**config.mk**
```make
export PLATFORM = sky130hd
export DESIGN_NAME = pipeline_sequencer_flat
export DESIGN_NICKNAME = d
export VERILOG_FILES = /design/src/rtl/pipeline_sequencer_pkg.sv /design/src/rtl/pipeline_sequencer_if.sv /design/src/rtl/pipeline_sequencer_stall_timer.sv /design/src/rtl/pipeline_sequencer.sv /design/src/flat_wrapper.sv
export SDC_FILE = /design/constraint.sdc
export NUM_CORES = 1
export LEC_CHECK = 0
export ABC_AREA = 1
export BUFFER_PORTS_ARGS = -buffer_cell sky130_fd_sc_hd__buf_4
export CAP_MARGIN = 5
export CORE_UTILIZATION = 41
export CTS_CLUSTER_SIZE = 30
export DETAILED_ROUTE_END_ITERATION = 10
export GPL_TIMING_DRIVEN = 0
export PLACE_DENSITY = 0.86
export SYNTH_ARGS = -nofsm -noshare
export SYNTH_HDL_FRONTEND = slang
export SYNTH_SLANG_ARGS = --single-unit
```
**constraint.sdc**
```tcl
create_clock -name clk -period 1.12 [get_ports clk]
set_input_delay 0 -clock clk [delete_from_list [all_inputs] [get_ports clk]]
set_output_delay 0 -clock clk [all_outputs]
set_load 0.01 [all_outputs]
```
**src/rtl/pipeline_sequencer_pkg.sv**
```systemverilog
// -----------------------------------------------------------------------------
// pipeline_sequencer_pkg
// Shared definitions for the pipeline sequencer:
//   - GR_SIZE     : general-register / PC width
//   - STATE_W     : width of the debug state output
//   - state_t     : sequencer state encodings (visible on the debug port)
//   - cnt_w()     : counter width needed to hold values 0..n
// -----------------------------------------------------------------------------
package pipeline_sequencer_pkg;

    localparam int GR_SIZE = 32;
    localparam int STATE_W = 3;
    localparam int LEN_W   = 4;

    typedef enum logic [STATE_W-1:0] {
        S_RESET   = 3'd0,
        S_FETCH   = 3'd1,
        S_DECODE  = 3'd2,
        S_ADVANCE = 3'd3,
        S_HALT    = 3'd4,
        S_FAULT   = 3'd5
    } state_t;

    // Bits needed to represent 0..n (never less than one bit).
    function automatic int cnt_w(input int n);
        return (n < 2) ? 1 : $clog2(n + 1);
    endfunction

endpackage

```
**src/rtl/pipeline_sequencer_if.sv**
```systemverilog
// -----------------------------------------------------------------------------
// pipeline_sequencer_if
// Bundles the sequencer's memory/decoder handshake and the per-stage strobes.
//   master : the sequencer (drives mem_req, strobes, adj_pc, set_pc, fault, state)
//   slave  : the CPU side (drives mem_ack, decoder results, halt)
// -----------------------------------------------------------------------------
interface pipeline_sequencer_if
    import pipeline_sequencer_pkg::*;
#(
    parameter int GR_W = GR_SIZE
);
    logic                mem_req;
    logic                mem_ack;
    logic                dec_valid;
    logic [LEN_W-1:0]    instr_len;
    logic                branch_taken;
    logic [GR_W-1:0]     branch_target;
    logic                halt;
    logic                doReset;
    logic                doFetch;
    logic                doDecode;
    logic                doSetIP;
    logic                doNext;
    logic [GR_W-1:0]     adj_pc;
    logic [GR_W-1:0]     set_pc;
    logic                fault;
    logic [STATE_W-1:0]  state;

    modport master (
        output mem_req, doReset, doFetch, doDecode, doSetIP, doNext,
               adj_pc, set_pc, fault, state,
        input  mem_ack, dec_valid, instr_len, branch_taken, branch_target, halt
    );

    modport slave (
        input  mem_req, doReset, doFetch, doDecode, doSetIP, doNext,
               adj_pc, set_pc, fault, state,
        output mem_ack, dec_valid, instr_len, branch_taken, branch_target, halt
    );
endinterface

```
**src/rtl/pipeline_sequencer_stall_timer.sv**
```systemverilog
// -----------------------------------------------------------------------------
// pipeline_sequencer_stall_timer
// Loadable up/down counter with a terminal-count compare.
// Ports:
//   clk          : clock
//   i_load       : load i_load_value (has priority over counting)
//   i_load_value : value loaded by i_load
//   i_en         : count enable
//   i_up         : 1 = increment, 0 = decrement
//   i_tc_value   : terminal-count compare value
//   o_count      : current count
//   o_tc         : count equals i_tc_value
// -----------------------------------------------------------------------------
module pipeline_sequencer_stall_timer #(
    parameter int W = 4
) (
    input  logic         clk,
    input  logic         i_load,
    input  logic [W-1:0] i_load_value,
    input  logic         i_en,
    input  logic         i_up,
    input  logic [W-1:0] i_tc_value,
    output logic [W-1:0] o_count,
    output logic         o_tc
);
    logic [W-1:0] r_count;

    // The owner drives i_load from its synchronous reset, so no separate
    // reset input is needed here.
    always_ff @(posedge clk) begin
        if (i_load) begin
            r_count <= i_load_value;
        end else if (i_en) begin
            r_count <= i_up ? (r_count + 1'b1) : (r_count - 1'b1);
        end
    end

    assign o_count = r_count;
    assign o_tc    = (r_count == i_tc_value);
endmodule

```
**src/rtl/pipeline_sequencer.sv**
```systemverilog
// -----------------------------------------------------------------------------
// pipeline_sequencer
// Moore control sequencer stepping each instruction through
// FETCH -> DECODE -> ADVANCE, with a reset-hold phase, a fetch timeout and a
// sticky fault.
// Ports:
//   clk   : clock, rising edge
//   reset : synchronous active-high reset
//   bus   : pipeline_sequencer_if.master (handshake, strobes, PC values,
//           fault, debug state)
// -----------------------------------------------------------------------------
module pipeline_sequencer
    import pipeline_sequencer_pkg::*;
#(
    parameter int GR_W       = GR_SIZE,
    parameter int RESET_HOLD = 2,
    parameter int MAX_WAIT   = 15
) (
    input  logic clk,
    input  logic reset,
    pipeline_sequencer_if.master bus
);
    localparam int HOLD_W = cnt_w(RESET_HOLD);
    localparam int WAIT_W = cnt_w(MAX_WAIT);

    state_t          r_state;
    logic [GR_W-1:0] r_adj_pc;
    logic [GR_W-1:0] r_set_pc;
    logic            r_fault;
    logic            r_branch;

    logic              w_hold_tc;
    logic [HOLD_W-1:0] w_hold_count;
    logic              w_wait_tc;
    logic [WAIT_W-1:0] w_wait_count;
    logic              w_in_reset;
    logic              w_in_fetch;

    assign w_in_reset = (r_state == S_RESET);
    assign w_in_fetch = (r_state == S_FETCH);

    // Reset-hold countdown: loaded during reset, counts down to zero while
    // S_RESET is held; stops at zero so it cannot wrap.
    pipeline_sequencer_stall_timer #(.W(HOLD_W)) u_hold_timer (
        .clk          (clk),
        .i_load       (reset),
        .i_load_value (HOLD_W'(RESET_HOLD - 1)),
        .i_en         (w_in_reset && !w_hold_tc),
        .i_up         (1'b0),
        .i_tc_value   ('0),
        .o_count      (w_hold_count),
        .o_tc         (w_hold_tc)
    );

    // Fetch-wait count-up: counts fetch cycles without ack. Terminal count is
    // MAX_WAIT-1 because the cycle in which the counter holds that value is
    // itself the MAX_WAIT-th fetch cycle.
    pipeline_sequencer_stall_timer #(.W(WAIT_W)) u_wait_timer (
        .clk          (clk),
        .i_load       (reset || (w_in_fetch && bus.mem_ack)),
        .i_load_value ('0),
        .i_en         (w_in_fetch && !bus.mem_ack),
        .i_up         (1'b1),
        .i_tc_value   (WAIT_W'(MAX_WAIT - 1)),
        .o_count      (w_wait_count),
        .o_tc         (w_wait_tc)
    );

    always_ff @(posedge clk) begin
        if (reset) begin
            r_state  <= S_RESET;
            r_adj_pc <= '0;
            r_set_pc <= '0;
            r_fault  <= 1'b0;
            r_branch <= 1'b0;
        end else begin
            case (r_state)
                S_RESET: begin
                    if (w_hold_tc) r_state <= S_FETCH;
                end
                S_FETCH: begin
                    // An ack arriving on the timeout cycle still wins.
                    if (bus.mem_ack) begin
                        r_state <= S_DECODE;
                    end else if (w_wait_tc) begin
                        r_state <= S_FAULT;
                        r_fault <= 1'b1;
                    end
                end
                S_DECODE: begin
                    if (bus.dec_valid) begin
                        if (bus.branch_taken) begin
                            r_set_pc <= bus.branch_target;
                            r_branch <= 1'b1;
                            r_state  <= S_ADVANCE;
                        end else if (bus.instr_len != '0) begin
                            r_adj_pc <= GR_W'(bus.instr_len);
                            r_branch <= 1'b0;
                            r_state  <= S_ADVANCE;
                        end else begin
                            r_state <= S_FAULT;
                            r_fault <= 1'b1;
                        end
                    end
                end
                S_ADVANCE: begin
                    r_state <= bus.halt ? S_HALT : S_FETCH;
                end
                S_HALT:  r_state <= S_HALT;
                S_FAULT: r_state <= S_FAULT;
                default: begin
                    r_state <= S_FAULT;
                    r_fault <= 1'b1;
                end
            endcase
        end
    end

    // Strobes are pure decodes of the registered state, so they are mutually
    // exclusive by construction.
    assign bus.doReset  = w_in_reset;
    assign bus.doFetch  = w_in_fetch;
    assign bus.mem_req  = w_in_fetch;
    assign bus.doDecode = (r_state == S_DECODE);
    assign bus.doSetIP  = (r_state == S_ADVANCE) &&  r_branch;
    assign bus.doNext   = (r_state == S_ADVANCE) && !r_branch;
    assign bus.adj_pc   = r_adj_pc;
    assign bus.set_pc   = r_set_pc;
    assign bus.fault    = r_fault;
    assign bus.state    = r_state;

    // Counts are only consumed through their terminal flags.
    logic w_unused;
    assign w_unused = ^{w_hold_count, w_wait_count};
endmodule

```
**src/flat_wrapper.sv**
```systemverilog
// flat-port wrapper written by rule: the top's interface ports become plain ports
module pipeline_sequencer_flat import pipeline_sequencer_pkg::*;
#(
    parameter int GR_W       = GR_SIZE,
    parameter int RESET_HOLD = 2,
    parameter int MAX_WAIT   = 15
)
  (clk, reset, bus_mem_req, bus_doReset, bus_doFetch, bus_doDecode, bus_doSetIP, bus_doNext, bus_adj_pc, bus_set_pc, bus_fault, bus_state, bus_mem_ack, bus_dec_valid, bus_instr_len, bus_branch_taken, bus_branch_target, bus_halt);
  pipeline_sequencer_if #(.GR_W(GR_W)) bus_i ();
  input  logic clk;
  input  logic reset;
  output wire logic [$bits(bus_i.mem_req)-1:0] bus_mem_req;
  output wire logic [$bits(bus_i.doReset)-1:0] bus_doReset;
  output wire logic [$bits(bus_i.doFetch)-1:0] bus_doFetch;
  output wire logic [$bits(bus_i.doDecode)-1:0] bus_doDecode;
  output wire logic [$bits(bus_i.doSetIP)-1:0] bus_doSetIP;
  output wire logic [$bits(bus_i.doNext)-1:0] bus_doNext;
  output wire logic [$bits(bus_i.adj_pc)-1:0] bus_adj_pc;
  output wire logic [$bits(bus_i.set_pc)-1:0] bus_set_pc;
  output wire logic [$bits(bus_i.fault)-1:0] bus_fault;
  output wire logic [$bits(bus_i.state)-1:0] bus_state;
  input wire logic [$bits(bus_i.mem_ack)-1:0] bus_mem_ack;
  input wire logic [$bits(bus_i.dec_valid)-1:0] bus_dec_valid;
  input wire logic [$bits(bus_i.instr_len)-1:0] bus_instr_len;
  input wire logic [$bits(bus_i.branch_taken)-1:0] bus_branch_taken;
  input wire logic [$bits(bus_i.branch_target)-1:0] bus_branch_target;
  input wire logic [$bits(bus_i.halt)-1:0] bus_halt;
  assign bus_mem_req = bus_i.mem_req;
  assign bus_doReset = bus_i.doReset;
  assign bus_doFetch = bus_i.doFetch;
  assign bus_doDecode = bus_i.doDecode;
  assign bus_doSetIP = bus_i.doSetIP;
  assign bus_doNext = bus_i.doNext;
  assign bus_adj_pc = bus_i.adj_pc;
  assign bus_set_pc = bus_i.set_pc;
  assign bus_fault = bus_i.fault;
  assign bus_state = bus_i.state;
  assign bus_i.mem_ack = bus_mem_ack;
  assign bus_i.dec_valid = bus_dec_valid;
  assign bus_i.instr_len = bus_instr_len;
  assign bus_i.branch_taken = bus_branch_taken;
  assign bus_i.branch_target = bus_branch_target;
  assign bus_i.halt = bus_halt;
  pipeline_sequencer #(.GR_W(GR_W), .RESET_HOLD(RESET_HOLD), .MAX_WAIT(MAX_WAIT)) u_core (.clk(clk), .reset(reset), .bus(bus_i));
endmodule
```
======== Word level (Yosys, flattened, before mapping) ========
Index checks and enable logic that the tools add are counted.
storage, ports and cells
  register bits after elaboration ......... 47
  bits in latches ......................... 0
  RAM bits ................................ 0
  ROM bits ................................ 0
  input bits .............................. 42
  output and inout port bits .............. 74
  logic and storage cells ................. 59
  memories kept ........................... 0
operators by class
  $add $sub $neg .......................... 2
  $mul .................................... 0
  divide/modulo/power cells ............... 0
  magnitude comparators ................... 0
  equal/unequal tests ..................... 13
  shifts and indexed selects .............. 0
  muxes and demuxes ....................... 16
  bitwise operators ....................... 2
  reductions and logical operators ........ 19
operator list
  cell                                                                    count
  3-bit two-way mux                                                       7
  3-bit case mux with 5 select lines                                      1
  3-bit AND reduction                                                     3
  2-bit != test (second input constant)                                   4
  1-bit two-way mux                                                       7
  3-bit by 2-bit equality test with 1-bit output (second input constant)  2
  3-bit equality test (second input constant)                             2
  6-bit AND reduction                                                     1
  1-bit logical AND                                                       5
  4-bit by 1-bit adder with 4-bit output (second input constant)          1
  4-bit equality test (second input constant)                             1
  2-bit by 1-bit != test with 1-bit output (second input constant)        2
  4-bit AND reduction                                                     1
  4-bit nonzero test                                                      1
  4-bit OR reduction                                                      1
  3-bit by 1-bit equality test with 1-bit output (second input constant)  1
  1-bit zero test                                                         3
  3-bit zero test                                                         1
  3-bit != test (second input constant)                                   1
  1-bit case mux with 3 select lines                                      1
  2-bit zero test                                                         1
  1-bit inverter                                                          2
  2-bit nonzero test                                                      1
  2-bit by 1-bit subtractor with 2-bit output (second input constant)     1
  1-bit logical OR                                                        1

======== Logic depth before layout (Yosys ltp) ========
  depth after elaboration ................. 5
  gate-level depth with buffers ........... 8
  mapped depth without buffers ............ 8

======== Cells and area by module ========
From an unflattened synthesis, not the netlist that was laid out.
unflattened totals
  cell total of the unflattened synthesis .. 317
  area, all modules ....................... 2,389.8 µm²
modules (own cells, without submodules)
  module                                                times used  cells each  area an instance (µm²)  sequential area each (µm²)
  pipeline_sequencer                                    1           258         1,916.8                 820.8
  pipeline_sequencer_stall_timer (u_core.u_wait_timer)  1           39          321.6                   120.1
  pipeline_sequencer_stall_timer (u_core.u_hold_timer)  1           20          151.4                   60.1

======== Worst setup path after synthesis ========
Ideal clock, no wire load.
  kind .................................... reg-to-reg
  from .................................... register u_core.r_state[1], in the netlist u_core.bus.state[1]
  to ...................................... register u_core.r_set_pc[0], in the netlist u_core.bus.set_pc[0]
  library setup time ...................... 0.116 ns
  arrival ................................. 1.228 ns
  data required time ...................... 1.004 ns
  path slack .............................. -0.224 ns
  stages on the path, launching flop included .. 9
  buffers on the path ..................... 3
  clock period less this slack ............ 1.344 ns
  cell sequence ........................... dfxtp_1 > buf_2 > nand2_4 > inv_2 > nand3_4 > buf_12 > buf_6 > o21ai_1 > a21oi_1
on the way
  word-level cells in the longest chain between the ends .. 2
RTL lines
  element                                         line                       RTL
  from (decl)                                     pipeline_sequencer.sv:26   state_t r_state;
  from (signal assigned)                          pipeline_sequencer.sv:107  r_state <= bus.halt ? S_HALT : S_FETCH;
  3-bit by 2-bit equality test with 1-bit output  -
  named net bus_doDecode                          flat_wrapper.sv:15         output wire logic [$bits(bus_i.doDecode)-1:0] bus_doDecode;
  3-bit AND reduction (no line)                   -
  to (signal assigned)                            pipeline_sequencer.sv:93   r_set_pc <= bus.branch_target;
  to (decl)                                       pipeline_sequencer.sv:28   logic [GR_W-1:0] r_set_pc;
The timed path passes the listed nets, and every way through them passes these cells.
A chain may end at the register's enable or synchronous reset.

======== Final worst setup path ========
  from .................................... register u_core.r_state[1], in the netlist u_core.bus.state[1]
  to ...................................... register u_core.r_fault, in the netlist u_core.bus.fault
on the way
  word-level cells in the longest chain between the ends .. 4
  elaborated cells between the ends (all ways) .. 15
  those cells by class .................... eq/ne (10); mux (1); bitwise (1); reduce/logical (3)
RTL lines
  element                                            line                       RTL
  3-bit equality test, or another cell as far along  pipeline_sequencer.sv:77   case (r_state)
  4-bit OR reduction (no line)                       -
  1-bit inverter (no line)                           -
  6-bit AND reduction (no line)                      -
  to (signal assigned)                               pipeline_sequencer.sv:74   r_fault <= 1'b0;
  to (signal assigned)                               pipeline_sequencer.sv:87   r_fault <= 1'b1;
  to (signal assigned)                               pipeline_sequencer.sv:102  r_fault <= 1'b1;
  to (decl)                                          pipeline_sequencer.sv:29   logic r_fault;
Several ways; a longest one is shown, not always the timed one.

==> results.cfg <==
[outcome]
outcome = finished with violations
failing_checks = negative hold slack, negative setup slack

[global_route]
grt_pass1_vias = 2339
initial_antenna_violation_count = 0
groute.usage.overall_pct = 22.0
global_route.overflow_total = 0
grt_first_pass_wirelength_um = 10500
grt_max_degree = 15

[timing]
report.final.slew_viol_count = 0
worst_clock_skew_ps = 9.98
period_share_pct = 129
totalNegativeSetupSlack_ps = -8030
final-hold-violation-count = 1
fin_hold_ws_ps = -4.05
maxClockFrequency_ghz = 0.692
setup_violations = 53
worst_slew_margin_rel_pct = 47.6
grt_setup_unrepaired = true
final.setup.worst_slack_ps = -324
worst_pin_slew_ps = 786
post-route-min-period_ps = 1440

[critical_path]
worstReg2RegEnd = u_core.bus.fault$_SDFFE_PP0P_
critical_path.max_fanout = 6
rrSetupSlack_ps = -320
critPathArrivalTime_ps = 1650
worst_r2r_startpoint = u_core.bus.state[1]$_SDFFE_PP0P_
setup.worst_path.start_class = flip-flop
worstSetupPathType = flip-flop to flip-flop
end_kind = flip-flop
critPathRequiredTime_ps = 1330
rr_worst_depth = 8

[clock_network]
tritoncts = yes
clk_latency_ps = 290
maximum_count_of_clock_buffers_along_a_single_path = 2
cts_inserted_buffers = 5
clock-root-buffer = sky130_fd_sc_hd__clkbuf_8
clock_sinks = 47
cts.htree.levels = 2
clkTransAtPathRegs_ps = 80

[power_and_ir_drop]
power.switching_mw = 2.43
irDropWorstVdd_uv = 923
sequential_fraction_of_design_power_pct = 31.0
p_per_area_nw_per_um2 = 1610
total_leakage_power_nw = 1.90
clock_group_share_of_total_power_pct = 17.5
power_mw = 6.80
p_sw_share_pct = 35.8
internal-power_mw = 4.37
combinationalPowerShare_pct = 51.5

[synthesis]
syn-instance-count = 304
synth.top_cells.by_area = sky130_fd_sc_hd__dfxtp_1 41%, sky130_fd_sc_hd__inv_1 9.7%, sky130_fd_sc_hd__buf_4 9.5%, sky130_fd_sc_hd__a21oi_1 9.0%, sky130_fd_sc_hd__o21ai_1 4.6%
synth_cell_types = 28
synth.avg_cell_area_um2 = 7.50
netlist_area_um2 = 2280
synth.ff_latch_count = 47
async_flop_share_pct = 0
netlist.top_cell.by_area = sky130_fd_sc_hd__dfxtp_1
edff_count_synth = 0
synth_top_flop_cell = sky130_fd_sc_hd__dfxtp_1
synth_sequential_area_ratio_pct = 41.3
synth_common_cells = 59 x sky130_fd_sc_hd__inv_1, 47 x sky130_fd_sc_hd__dfxtp_1, 41 x sky130_fd_sc_hd__a21oi_1, 29 x sky130_fd_sc_hd__buf_4
synth_top_area_share_pct = 41.3
ys.warnings.count = 0
yosysMostFrequentCell = sky130_fd_sc_hd__inv_1

[floorplanning]
number_of_ports_placed_on_the_die_boundary = 116
die_x_um = 76.6
placementRows = 26
core_area_um2 = 5240
die_area_um2 = 5870
initial_core_util_pct = 43.5
floorplan.die.height_um = 76.6

[placement]
pre_cts_slack_ps = -208
placed_cells = 487
hpwl_um = 4130
gpl.final_weighted_congestion = 0.853
place_area_um2 = 3140
io_buffers = 86

[routing]
met3_wirelength_um = 359
drt-wirelength-per-cell_um = 13.6
post_drt_via_cell_ratio = 4.59
dr_total_vias = 2519
routed.top_layer = met4
detail_route.iter0.violations = 61
detail_route.drc_violations = 0
drt.antenna.violating_nets = 0
first_pass_iters = 4
dr_wl_met2_um = 4100
met1_length_um = 2800
routed_wirelength_um = 7450

[cells_and_area]
fillCellCount = 314
nets = 523
final_core_util_pct = 80.6
filler_free_cell_count_of_the_finished_design = 549
drive_above_1_share_pct = 50.5
flow.area_growth_from_synthesis_pct = 85.2
layout.cell_area.non_filler_um2 = 4220
antenna_cells = 0

[hold_path]
holdCritStartpoint = bus_branch_target[17]
hp-class = primary input to flip-flop
worst_hold_path.endpoint = u_core.bus.set_pc[17]$_SDFFE_PP0P_
worstHoldPathCells = 3

[job]
drv_cap = 0
flip-flops by register name (all words and copies together), names as in the netlist:
| name | cells |
|---|---|
| u_core.bus.adj_pc | 4 |
| u_core.u_hold_timer.o_count | 2 |
| u_core.bus.state | 3 |
| u_core.u_wait_timer.o_count | 4 |
| u_core.bus.fault | 1 |
| u_core.bus.set_pc | 32 |
| u_core.r_branch | 1 |
power by group through the flow:
stage / combinational, mW / sequential (mW) / clock, mW
after global routing: 3.71 / 2.13 / 1.28
after floorplan: 1.22 / 2.17 / 0
after detailed placement: 1.99 / 2.12 / 0
after global placement: 1.94 / 2.11 / 0
final: 3.50 / 2.11 / 1.19
after CTS: 2.60 / 2.07 / 1.21
cells in the final DEF, fill, tap and decap left out, types with 6 or more instances in the layout:
cell type | Yosys | layout
sky130_fd_sc_hd__clkbuf_1 | 4 | 6
sky130_fd_sc_hd__o21ai_1 | 21 | 12
sky130_fd_sc_hd__buf_6 | 5 | 9
sky130_fd_sc_hd__nor2_2 | 1 | 7
sky130_fd_sc_hd__dfxtp_1 | 47 | 40
sky130_fd_sc_hd__o21ai_2 | 0 | 22
sky130_fd_sc_hd__nor2_4 | 2 | 7
sky130_fd_sc_hd__a21oi_2 | 0 | 21
sky130_fd_sc_hd__conb_1 | 1 | 28
sky130_fd_sc_hd__nand2_1 | 23 | 17
sky130_fd_sc_hd__buf_4 | 29 | 127
sky130_fd_sc_hd__nor2_1 | 23 | 12
sky130_fd_sc_hd__a21oi_1 | 41 | 20
sky130_fd_sc_hd__dlygate4sd3_1 | 0 | 32
sky130_fd_sc_hd__inv_1 | 59 | 54
repair_timing:
item | in CTS | in global routing
hold endpoints to repair | 34 | 1
endpoints found under the setup margin | 50 | 53
gates cloned | 2 | 1
pin swaps | 5 | 16
setup buffers | 12 | 10
hold buffers | 31 | 1
resized for setup | 55 | 76
worst max path at each step:
stage | slack (ps) | startpoint | cells past startpoint | to
after floorplan | -120 | u_core.bus.state[0]$_SDFFE_PP0P_ | 8 | u_core.bus.set_pc[0]$_SDFFE_PP0P_
after global placement | -170 | u_core.bus.state[0]$_SDFFE_PP0P_ | 8 | u_core.bus.set_pc[29]$_SDFFE_PP0P_
after detailed placement | -210 | u_core.bus.state[0]$_SDFFE_PP0P_ | 8 | u_core.bus.set_pc[10]$_SDFFE_PP0P_
after CTS | -160 | u_core.bus.state[2]$_SDFFE_PP0P_ | 8 | u_core.bus.set_pc[31]$_SDFFE_PP0P_
after global routing | -350 | u_core.bus.state[1]$_SDFFE_PP0P_ | 8 | u_core.bus.fault$_SDFFE_PP0P_
final | -320 | u_core.bus.state[1]$_SDFFE_PP0P_ | 8 | u_core.bus.fault$_SDFFE_PP0P_
routing by layer:
layer	track usage (%)	vias up
li1	-	1243
met5	0	-
met4	5.77	0
met1	23.7	1162
met3	4.07	20
met2	43.1	94
final cells by class:
| type | count | area, um^2 | share of cell area (%) |
|---|---|---|---|
| multi-input cells | 181 | 1240 | 29.4 |
| inverters | 61 | 246 | 5.84 |
| well taps | 70 | 87.6 | 2.07 |
| repair buffers | 142 | 1250 | 29.7 |
| clock inverters | 1 | 30.0 | 0.711 |
| clock buffers | 7 | 76.3 | 1.81 |
| plain buffers | 40 | 334 | 7.91 |
| flip-flops and latches | 47 | 955 | 22.6 |
critical path, stage by stage, from the launching register on:
cell                       delay [ps]
sky130_fd_sc_hd__dfxtp_2          350
sky130_fd_sc_hd__buf_8            140
sky130_fd_sc_hd__buf_12           120
sky130_fd_sc_hd__clkinv_8          40
sky130_fd_sc_hd__nand3_4          120
sky130_fd_sc_hd__nor2_1           100
sky130_fd_sc_hd__a21oi_2          190
sky130_fd_sc_hd__nand2_1          100
sky130_fd_sc_hd__a21oi_1          200
kinds of logic after synthesis:
kind of cell,share of synthesized area (%)
buffers and inverters,24.2
AOI/OAI and AO/OA,18.3
and+or+nand+nor,14.4
DFF,41.3
adders and majority gates,1.65
other,0.164
Note: power is estimated with default switching activity, not from simulation.
